File: config.mk
export PLATFORM = sky130hd
export DESIGN_NAME = instr_fetch_unit
export DESIGN_NICKNAME = d
export VERILOG_FILES = /design/src/rtl/instr_fetch_unit.sv
export SDC_FILE = /design/constraint.sdc
export NUM_CORES = 1
export LEC_CHECK = 0
export ABC_AREA = 1
export BUFFER_PORTS_ARGS = -buffer_cell sky130_fd_sc_hd__buf_4
export CORE_ASPECT_RATIO = 0.9
export CORE_UTILIZATION = 55
export DETAILED_ROUTE_END_ITERATION = 7
export MAX_ROUTING_LAYER = met4
export PLACE_DENSITY = 0.83
export SLEW_MARGIN = 20
export SYNTH_ARGS = -nofsm -noshare
export SYNTH_HDL_FRONTEND = slang
export SYNTH_SLANG_ARGS = --single-unit
File: constraint.sdc
create_clock -name clk -period 4.3 [get_ports clk]
set_input_delay 0.86 -clock clk [delete_from_list [all_inputs] [get_ports clk]]
set_output_delay 0.86 -clock clk [all_outputs]
set_load 0.02 [all_outputs]
File: src/rtl/instr_fetch_unit.sv
// Fetch unit: owns the PC, runs a request/response handshake to instruction memory and
// presents one instruction per commit cycle, then computes the next PC from control inputs.
module instr_fetch_unit #(
  parameter int              XLEN        = 32,
  parameter logic [XLEN-1:0] RESET_PC    = '0,
  parameter int              ALIGN_CHECK = 1
) (
  input  logic            clk,
  input  logic            reset,
  output logic            imemReqValid,
  output logic [XLEN-1:0] imemReqAddr,
  input  logic            imemReqReady,
  input  logic            imemRespValid,
  input  logic [31:0]     imemRespData,
  output logic [31:0]     instr,
  output logic            instrValid,
  output logic [XLEN-1:0] pc,
  output logic [XLEN-1:0] pcPlus4,
  input  logic            isBranch,
  input  logic            branchTaken,
  input  logic            isJal,
  input  logic            isJalr,
  input  logic            halt,
  input  logic [XLEN-1:0] immOffset,
  input  logic [XLEN-1:0] rs1Value,
  output logic            halted,
  output logic            misaligned
);

  // state | meaning
  // REQ   | request pc from imem; accepted when imemReqValid & imemReqReady
  // WAIT  | request accepted, waiting for imemRespValid
  // EXEC  | commit cycle: instrValid=1, control inputs sampled, pc updated
  // HALT  | stopped by halt or misaligned target; only reset leaves

  typedef enum logic [1:0] {REQ, WAIT, EXEC, HALT} fetchStateT;

  localparam logic [31:0]     NOP_INSTR = 32'h0000_0013;
  localparam logic [XLEN-1:0] BIT0_MASK = ~{{(XLEN-1){1'b0}}, 1'b1};

  fetchStateT      state;
  logic [XLEN-1:0] jalrSum;
  logic [XLEN-1:0] nextPc;
  logic            targetMisaligned;

  assign imemReqAddr = pc;
  assign pcPlus4     = pc + XLEN'(4);
  assign jalrSum     = rs1Value + immOffset;

  always_comb begin
    nextPc = pcPlus4;
    if (isJalr)
      nextPc = jalrSum & BIT0_MASK;
    else if (isJal || (isBranch && branchTaken))
      nextPc = pc + immOffset;
  end

  assign targetMisaligned = (ALIGN_CHECK != 0) && (nextPc[1:0] != 2'b00);

  // imemReqValid is registered, so REQ spends its first cycle after reset with the request
  // still low; a handshake only counts once the request is actually visible on the port.
  always_ff @(posedge clk) begin
    if (reset) begin
      state        <= REQ;
      pc           <= RESET_PC;
      instr        <= NOP_INSTR;
      imemReqValid <= 1'b0;
      instrValid   <= 1'b0;
      halted       <= 1'b0;
      misaligned   <= 1'b0;
    end else begin
      case (state)
        REQ: begin
          if (imemReqValid && imemReqReady) begin
            imemReqValid <= 1'b0;
            state        <= WAIT;
          end else begin
            imemReqValid <= 1'b1;
          end
        end
        WAIT: begin
          if (imemRespValid) begin
            instr      <= imemRespData;
            instrValid <= 1'b1;
            state      <= EXEC;
          end
        end
        EXEC: begin
          instrValid <= 1'b0;
          if (halt) begin
            halted <= 1'b1;
            state  <= HALT;
          end else if (targetMisaligned) begin
            misaligned <= 1'b1;
            halted     <= 1'b1;
            state      <= HALT;
          end else begin
            pc           <= nextPc;
            imemReqValid <= 1'b1;
            state        <= REQ;
          end
        end
        HALT: begin
          imemReqValid <= 1'b0;
          instrValid   <= 1'b0;
          halted       <= 1'b1;
        end
        default: state <= HALT;
      endcase
    end
  end

endmodule

==> results of run 1 <==
==> worst paths after layout <==
check / start / end / slack (ns) / depth (start not counted)
worst max-delay path: imemReqAddr[3] / pcPlus4[30] / 0.89 / 8
worst min-delay path: instr[6] / instr[6] / 0.49 / 2
worst min register to register: instr[6] / instr[6] / 0.49 / 2
worst max register to register: imemReqAddr[0] / imemReqAddr[4] / 1.48 / 12
==> power groups by stage <==
stage | Clock (W) | Sequential (W) | Combinational [W]
after floorplan | 0 | 0.000863 | 0.000560
after global placement | 0 | 0.000785 | 0.00101
after detailed placement | 0 | 0.000791 | 0.00103
after CTS | 0.000831 | 0.000778 | 0.00104
after global routing | 0.000862 | 0.000786 | 0.00116
final | 0.000831 | 0.000780 | 0.00107
==> cell type report <==
class                           count  area, sq um  share of cell area, %
Clock buffer                       10          229                   2.17
Clock inverter                      6         93.8                  0.889
Inverter                          234          881                   8.34
Multi-Input combinational cell   1175         5910                   55.9
Sequential cell                    70         1400                   13.3
Tap cell                          198          248                   2.35
Timing Repair Buffer              240         1800                   17.1
==> per-layer routing <==
layer	vias up	GRT usage, %	part of all wire (%)	routed length (um)
met4	0	9.80	2.3	784
met3	64	11.1	13	4320
met2	618	63.7	42	14400
met5	-	-	0	0
li1	5234	-	-	-
met1	4852	58.5	43	14400
==> cells in the final DEF, fill, tap and decap left out, types with 5 or more instances in the layout <==
master / n
nor2_1: 185
nand3_1: 110
buf_4: 240
xnor2_1: 13
nand2_1: 487
nand2_2: 5
inv_1: 229
ha_1: 67
nor3_1: 19
a21oi_1: 107
o211ai_1: 5
xor2_1: 25
nand4_1: 14
o21ai_0: 79
clkbuf_16: 9
o21bai_1: 15
nand3b_1: 9
dfxtp_1: 70
==> registers in the layout, summed over array words and instances, names as in the netlist <==
signal,count
instrValid,1
imemReqValid,1
misaligned,1
state,2
instr,32
halted,1
imemReqAddr,32
==> stage by stage <==
| stage | setup slack [ns] | area [sq um] | hold slack, ns | cells |
|---|---|---|---|---|
| CTS | 0.956 | 10600 | 0.485 | 1933 |
| detailed placement | 1.15 | 10200 | 0.471 | 1917 |
| floorplan | 1.69 | 8580 | 0.478 | 1543 |
| finish | 0.894 | 10600 | 0.486 | 1933 |
| global route | 0.847 | 10600 | 0.502 | 1933 |
| global placement | 1.18 | 10200 | 0.456 | 1917 |
==> kinds of logic (layout without fill, tap and decap cells) <==
kind of cell,after synthesis,count (layout),synth area share (%)
flops,70,70,16.3
fa+ha+maj,69,69,10.2
buf+inv,298,490,14.8
simple gates,846,846,40.8
xor+xnor,38,38,3.88
compound gates,222,222,13.9
==> worst register-to-register path, stage by stage (launching register included) <==
cell	delay (ns)
dfxtp_1	0.53
ha_1	0.25
fa_1	0.41
nor2_1	0.12
a21oi_1	0.09
o31ai_1	0.09
nand2_1	0.14
inv_2	0.07
nand2_2	0.08
nor2_8	0.40
inv_4	0.23
a21oi_1	0.19
a21oi_1	0.09
==> impl_metrics.yaml, run 1 <==
outcome:
  status: "finished clean"
routing:
  wirelength_um: 33900
  firstDrtPassIters: 6
  ant_nets: 0
  via_count: 10768
  viasPerCell: 5.57
  wl_per_cell_um: 17.5
  drc: 0
  drt_iter0_drc: 1253
timing:
  clock.fmax_mhz: 294
  setup_viol: 0
  slew_headroom_pct: 28.7
  min_period_ns: 3.41
  finalCritPeriodShare_pct: 79.2
  worst_pin_slew_ns: 1.07
  timing.setup.tns_ns: 0
  hold_viol: 0
  grt_setup_unrepaired: "false"
  drv_slew: 0
  skew_ns: 0.0121
cts:
  cts_buffers: 9
  clk_latency_ns: 0.34
  cts_setup_buffers: 0
  cts_hold_buf: 0
  cts-root-buf: "clkbuf_16"
  cts.clk_slew.worst_paths_ns: 0.07
  cts_resized: 0
  clock_path_buffers: 2
  htree_levels: 3
  cts_tree: "built"
  clock_sink_count: 70
synthesis:
  yosysTopAreaCell: "nand2_1"
  synth.area.top_cells: "nand2_1 (21%), dfxtp_1 (16%), inv_1 (10%)"
  synth_commonest_cells: "nand2_1 (487), inv_1 (229), nor2_1 (185), nand3_1 (110), a21oi_1 (107)"
  yosysMostFrequentCell: "nand2_1"
  ys_seq_elements: 70
  ys_seq_area_share_pct: 16.3
  synth_edf_count: 0
  synth.top_cell.area_share_pct: 21.3
  syn_nets: 1717
  synth-async-reset-ratio_pct: 0
  synth_area_per_cell_sq_um: 5.56
  synth_area_sq_um: 8580
  synth-warning-count: 0
  syn_inst: 1543
  synth.distinct_cells: 41
  synth-main-ff-cell: "dfxtp_1"
critical_path:
  slowest_delay_ns: 0.59
  worst_setup_path_end_kind: "primary output"
  worstPathCellList: "ha_1 > nand2_2 > nor3_4 > nand2_2 > nor2_1 > nand2_1 > xor2_1 > buf_4"
  critPathMaxFanout: 8
  path_class: "flip-flop to primary output"
  crit_path_frequent_cell: "nand2_2"
  path_buf_inv: 1
  cp.required_ns: 3.44
  cp-start-kind: "flip-flop"
  crit_slowest_cell: "dfxtp_1"
  arrival_ns: 2.55
  path_delay_family: "simple AND/OR/NAND/NOR gates"
global_route:
  grt_max_degree: 52
  grt_overflow: 0
  antenna_found_initial: 0
  track_usage_pct: 43.1
  first_global_vias: 9754
  grt_pass1_wl_um: 51800
floorplan:
  start_util_pct: 57.3
  core_area_sq_um: 15000
  die_w_um: 134
  io-pin-count: 237
  die-area_sq_um: 16100
  row_count: 42
  die_h_um: 120
cells_and_area:
  nets: 1904
  syn2layout_area_growth_pct: 23.1
  fin_util_pct: 70.5
  nFillCells: 1416
  drive_gt1_share_pct: 16.0
  antenna_cells: 0
job:
  cap_violations: 0
pwr:
  power_switching_share_pct: 39.3
  clkPwrFrac_pct: 31.0
  internal_power_w: 0.00163
  leakage_nw: 5.97
  switchingPower_w: 0.00105
  pwr_density_cell_nw_per_um2: 254
  sequentialPowerShare_pct: 29.1
  totalPowerFinal_w: 0.00268
  ir_drop_mv: 0.277
  comb_power_share_pct: 39.9
place:
  dp_hpwl_um: 27600
  gp_congestion: 1.03
  portBuffers: 236
worst_hold_path:
  hp-class: "flip-flop to flip-flop"
Power figures use the tool's default switching activity.
==> run 2, diff against run 1 <==
Settings changed: CORE_UTILIZATION 55 to 49, PLACE_DENSITY 0.83 to 0.79.
Clock period 4.3 ns to 2.7 ns, I/O delays scaled along.
==> run 2 against run 1 <==
  * First-iteration DRC count decreased by 1.8%
  * Combinational power increased by 61%
  * Sequential share of layout area decreased by 0.26 points
  * Via count increased by 0.70%
  * Cell count increased by 3.2%
  * Non-clock buffer count increased by 26
  * Global-route usage decreased by 2.5 points
  * Design area increased by 2.9%
  * Sequential power increased by 58%
  * Count of clock-buffer cells in the layout unchanged
  * Wire length increased by 5.6%
  * Register-to-register slack got worse by 1.2 ns
==> impl_metrics.yaml, run 2 (same netlist as run 1, synthesis figures left out) <==
cts:
  cts.clk_slew.worst_paths_ns: 0.06
  clock_path_buffers: 2
  cts_hold_buf: 0
  cts-root-buf: "clkbuf_16"
  htree_levels: 3
  clock_sink_count: 70
  cts_tree: "built"
  clk_latency_ns: 0.35
  cts_buffers: 9
worst_hold_path:
  hold_start: "imemRespData[0]"
  hold_end: "instr[0]"
  holdPathStages: 3
  hp-class: "input port to flip-flop"
routing:
  drc: 0
  drt_iter0_drc: 1231
  firstDrtPassIters: 6
  ant_nets: 0
  wirelength_um: 35800
  wl_per_cell_um: 17.9
  via_count: 10843
  viasPerCell: 5.44
place:
  dp_hpwl_um: 29200
  place_ws_ns: 0.0579
  portBuffers: 236
  gp_congestion: 1.01
  place_inst: 1978
  post_dp_cell_area_sq_um: 10500
cells_and_area:
  nets: 1930
  nFillCells: 1684
  syn2layout_area_growth_pct: 26.7
  antenna_cells: 0
  final_common_cell: "nand2_1"
  stdcell_area_sq_um: 10900
  post_layout_nonfiller_instances: 1995
  mostFrequentLayoutCells: "nand2_1 (487), buf_4 (265), inv_1 (229), nor2_1 (181), nand3_1 (110)"
  drive_gt1_share_pct: 18.1
critical_path:
  critPathMaxFanout: 6
  cp.required_ns: 2.16
  path_delay_family: "simple AND/OR/NAND/NOR gates"
  path_buf_inv: 1
  r2r-start: "imemReqAddr[0]"
  crit_path_frequent_cell: "nand2_1"
  worst_r2r_path_depth: 12
  arrival_ns: 2.14
  crit_slowest_cell: "dfxtp_2"
  worstSetupStartpoint: "imemReqAddr[13]"
  r2r_slack_ns: 0.25
  worstPathCellList: "nand2_1 > nor3_2 > nand2_1 > nor2_1 > xor2_1 > buf_4"
  slowest_delay_ns: 0.45
  worst_setup_path_end_kind: "primary output"
  cp-start-kind: "flip-flop"
  worstReg2RegEnd: "imemReqAddr[6]"
  path_class: "flip-flop to primary output"
timing:
  clock.fmax_mhz: 373
  min_period_ns: 2.68
  worst_pin_slew_ns: 1.06
  hold_viol: 0
  timing.setup.tns_ns: 0
  setup_viol: 0
  slew_headroom_pct: 29.4
  finalCritPeriodShare_pct: 99.2
  skew_ns: 0.0107
  grt_setup_unrepaired: "true"
  drv_slew: 0
  worst_slack_ns: 0.0211
outcome:
  status: "finished clean"
floorplan:
  die_h_um: 128
  row_count: 45
  die_w_um: 141
  start_util_pct: 50.4
  core_area_sq_um: 17000
  die-area_sq_um: 18000
  io-pin-count: 237
global_route:
  grt_overflow: 0
  antenna_found_initial: 0
  track_usage_pct: 40.6
  grt_pass1_wl_um: 53900
  grt_max_degree: 37
  first_global_vias: 9684
job:
  cap_violations: 0
pwr:
  leakage_nw: 6.13
  ir_drop_mv: 0.368
  pwr_density_cell_nw_per_um2: 394
## run 2: worst max-delay path by stage
stage,endpoint,cells after the start
after detailed placement,imemReqAddr[6],13
after global routing,pcPlus4[25],11
after floorplan,pcPlus4[18],8
after CTS,pcPlus4[22],7
after global placement,imemReqAddr[6],13
final,pcPlus4[16],6
## run 2: layout make-up
class | instances | area [sq um] | area share, %
clock inverter | 5 | 83.8 | 0.772
multi-input combinational | 1175 | 5940 | 54.7
tap | 235 | 294 | 2.71
inverter | 234 | 881 | 8.11
timing repair buffer | 266 | 2010 | 18.5
clock buffer | 10 | 239 | 2.20
sequential | 70 | 1410 | 13.0
## run 2: tightest hold or removal path: stages
cell	delay, ns
buf_4	0.08
nand2_1	0.04
nand3_1	0.05
## run 2: metal layers
metal | track usage, % | wire (um)
met5 | - | 0
met3 | 9.48 | 4510
met1 | 56.7 | 15600
met2 | 58.9 | 15100
met4 | 9.11 | 586
## run 2: power breakdown
group / internal, W / total, W / switching (W)
clock network: 0.000831 / 0.00133 / 0.000504
registers: 0.00115 / 0.00123 / 0.0000784
logic: 0.000640 / 0.00172 / 0.00108
## run 2: through the flow
| stage | utilization, % | hold WS (ns) | total power [W] |
|---|---|---|---|
| CTS | 63.6 | 0.391 | 0.00425 |
| finish | 63.9 | 0.391 | 0.00428 |
| detailed placement | 61.6 | 0.467 | 0.00292 |
| floorplan | - | 0.478 | 0.00227 |
| global placement | 61.6 | 0.456 | 0.00290 |
| global route | 63.9 | 0.403 | 0.00451 |
## run 2: timing repair
item,in CTS,in global routing
pin swaps,0,2
endpoints found under the hold margin,0,0
setup endpoints to repair,14,12
resized for setup,8,11
buffers inserted,0,2
==> run 3, diff against run 2 <==
Settings changed: RECOVER_POWER set to 100.
==> run 3 against run 2 <==
  * Flip-flop and latch count unchanged
  * Cell count unchanged
  * Clock skew down 0.0015 ns
  * Critical endpoint is now pcPlus4[30]
  * Largest cell class unchanged
==> impl_metrics.yaml, run 3 (same netlist as run 1, synthesis figures left out) <==
cells_and_area:
  nFillCells: 1735
  fin_util_pct: 63.1
  nets: 1930
  final_common_cell: "nand2_1"
  drive_gt1_share_pct: 15.9
  antenna_cells: 0
  syn2layout_area_growth_pct: 25.0
  mostFrequentLayoutCells: "nand2_1 (487), inv_1 (229), buf_4 (227), nor2_1 (181), nand3_1 (110)"
cts:
  cts_buffers: 9
  cts-root-buf: "clkbuf_16"
  clock_sink_count: 70
  htree_levels: 3
  cts.clk_slew.worst_paths_ns: 0.06
  clock_path_buffers: 2
  clk_latency_ns: 0.35
  cts_tree: "built"
routing:
  ant_nets: 0
  via_count: 10863
  viasPerCell: 5.45
  firstDrtPassIters: 6
  wl_per_cell_um: 18.0
  drt_iter0_drc: 1189
  wirelength_um: 35800
  drc: 0
place:
  portBuffers: 236
  place_ws_ns: 0.0579
  dp_hpwl_um: 29200
  gp_congestion: 1.01
timing:
  drv_slew: 0
  clock.fmax_mhz: 373
  hold_slack_ns: 0.392
  min_period_ns: 2.68
  skew_ns: 0.00921
  grt_setup_unrepaired: "true"
  hold_viol: 0
  setup_viol: 0
  worst_slack_ns: 0.0163
  slew_headroom_pct: 28.2
  finalCritPeriodShare_pct: 99.4
  worst_pin_slew_ns: 1.08
job:
  cap_violations: 0
critical_path:
  worst_setup_path_end_kind: "primary output"
  cp.required_ns: 2.16
  crit_slowest_cell: "dfxtp_1"
  worst_r2r_path_depth: 12
  cp-endpoint: "pcPlus4[30]"
  critPathMaxFanout: 6
  slowest_delay_ns: 0.61
  r2r-start: "imemReqAddr[0]"
  cp-start-kind: "flip-flop"
  r2r_slack_ns: 0.25
  worstReg2RegEnd: "imemReqAddr[6]"
  arrival_ns: 2.14
  path_class: "flip-flop to primary output"
  worstSetupStartpoint: "imemReqAddr[26]"
  worstPathCellList: "buf_4 > nand2_1 > nor2_1 > nand3_1 > nor2_1 > nand2_1 > xor2_2 > buf_4"
pwr:
  totalPowerFinal_w: 0.00420
  pwr_density_cell_nw_per_um2: 392
  ir_drop_mv: 0.374
  leakage_nw: 5.97
floorplan:
  die_w_um: 141
  io-pin-count: 237
  start_util_pct: 50.4
  die-area_sq_um: 18000
  row_count: 45
  core_area_sq_um: 17000
  die_h_um: 128
global_route:
  first_global_vias: 9684
  grt_use_met1_pct: 56.7
  busiest_layer: "met2"
  antenna_found_initial: 0
  track_usage_pct: 40.6
  grt_max_degree: 37
  grt_use_met3_pct: 9.48
  grt_use_met2_pct: 58.9
  grt_overflow: 0
  grt_pass1_wl_um: 53900
worst_hold_path:
  hp-class: "input port to flip-flop"
outcome:
  status: "finished clean"
[run 3: report_power, final]
part,internal (W),switching (W),total [W]
combinational,0.000558,0.00108,0.00164
clock,0.000831,0.000504,0.00133
sequential,0.00115,0.0000771,0.00123
[run 3: through the flow]
stage                     instance area [sq um]  setup TNS, ns  instances
after global routing                      10700        -0.0547       1995
after global placement                    10500              0       1978
final                                     10700              0       1995
after floorplan                            8580              0       1543
after detailed placement                  10500              0       1978
after CTS                                 10800              0       1993
[run 3: worst min path at each step]
stage,start,cells past startpoint,to,slack [ns]
floorplan,state[1],2,state[1],0.48
global placement,halted,2,halted,0.46
detailed placement,instr[1],2,instr[1],0.47
CTS,imemRespData[0],3,instr[0],0.39
global route,imemRespData[1],3,instr[1],0.40
finish,imemRespData[0],3,instr[0],0.39
[run 3: what timing repair did]
action / 4_1_cts / 5_1_grt
gates resized for setup: 8 / 11
buffers inserted: 0 / 2
setup endpoints to repair: 14 / 12
hold buffers: 0 / 0
pin swaps: 0 / 2
[run 3: worst max-delay path, delay by kind of cell (launching register included)]
kind | cells | cell delay, ns
xor+xnor | 1 | 0.22
buf+inv | 2 | 0.42
flops | 1 | 0.61
simple gates | 5 | 0.55
[run 3: cell type report]
type | instances | area, sq um | area share [%]
well taps | 235 | 294 | 2.74
clock buffers | 10 | 239 | 2.23
clock inverters | 5 | 83.8 | 0.782
flip-flops and latches | 70 | 1410 | 13.2
inverters | 234 | 881 | 8.22
multi-input cells | 1175 | 5940 | 55.4
repair buffers | 266 | 1870 | 17.4
[run 3: per-layer routing]
| metal | wire (um) | part of all wire, % | vias up |
|---|---|---|---|
| li1 | - | - | 5295 |
| met1 | 15900 | 44 | 4916 |
| met2 | 15200 | 42 | 597 |
| met3 | 4150 | 12 | 55 |
| met4 | 610 | 1.7 | 0 |
| met5 | 0 | 0 | - |
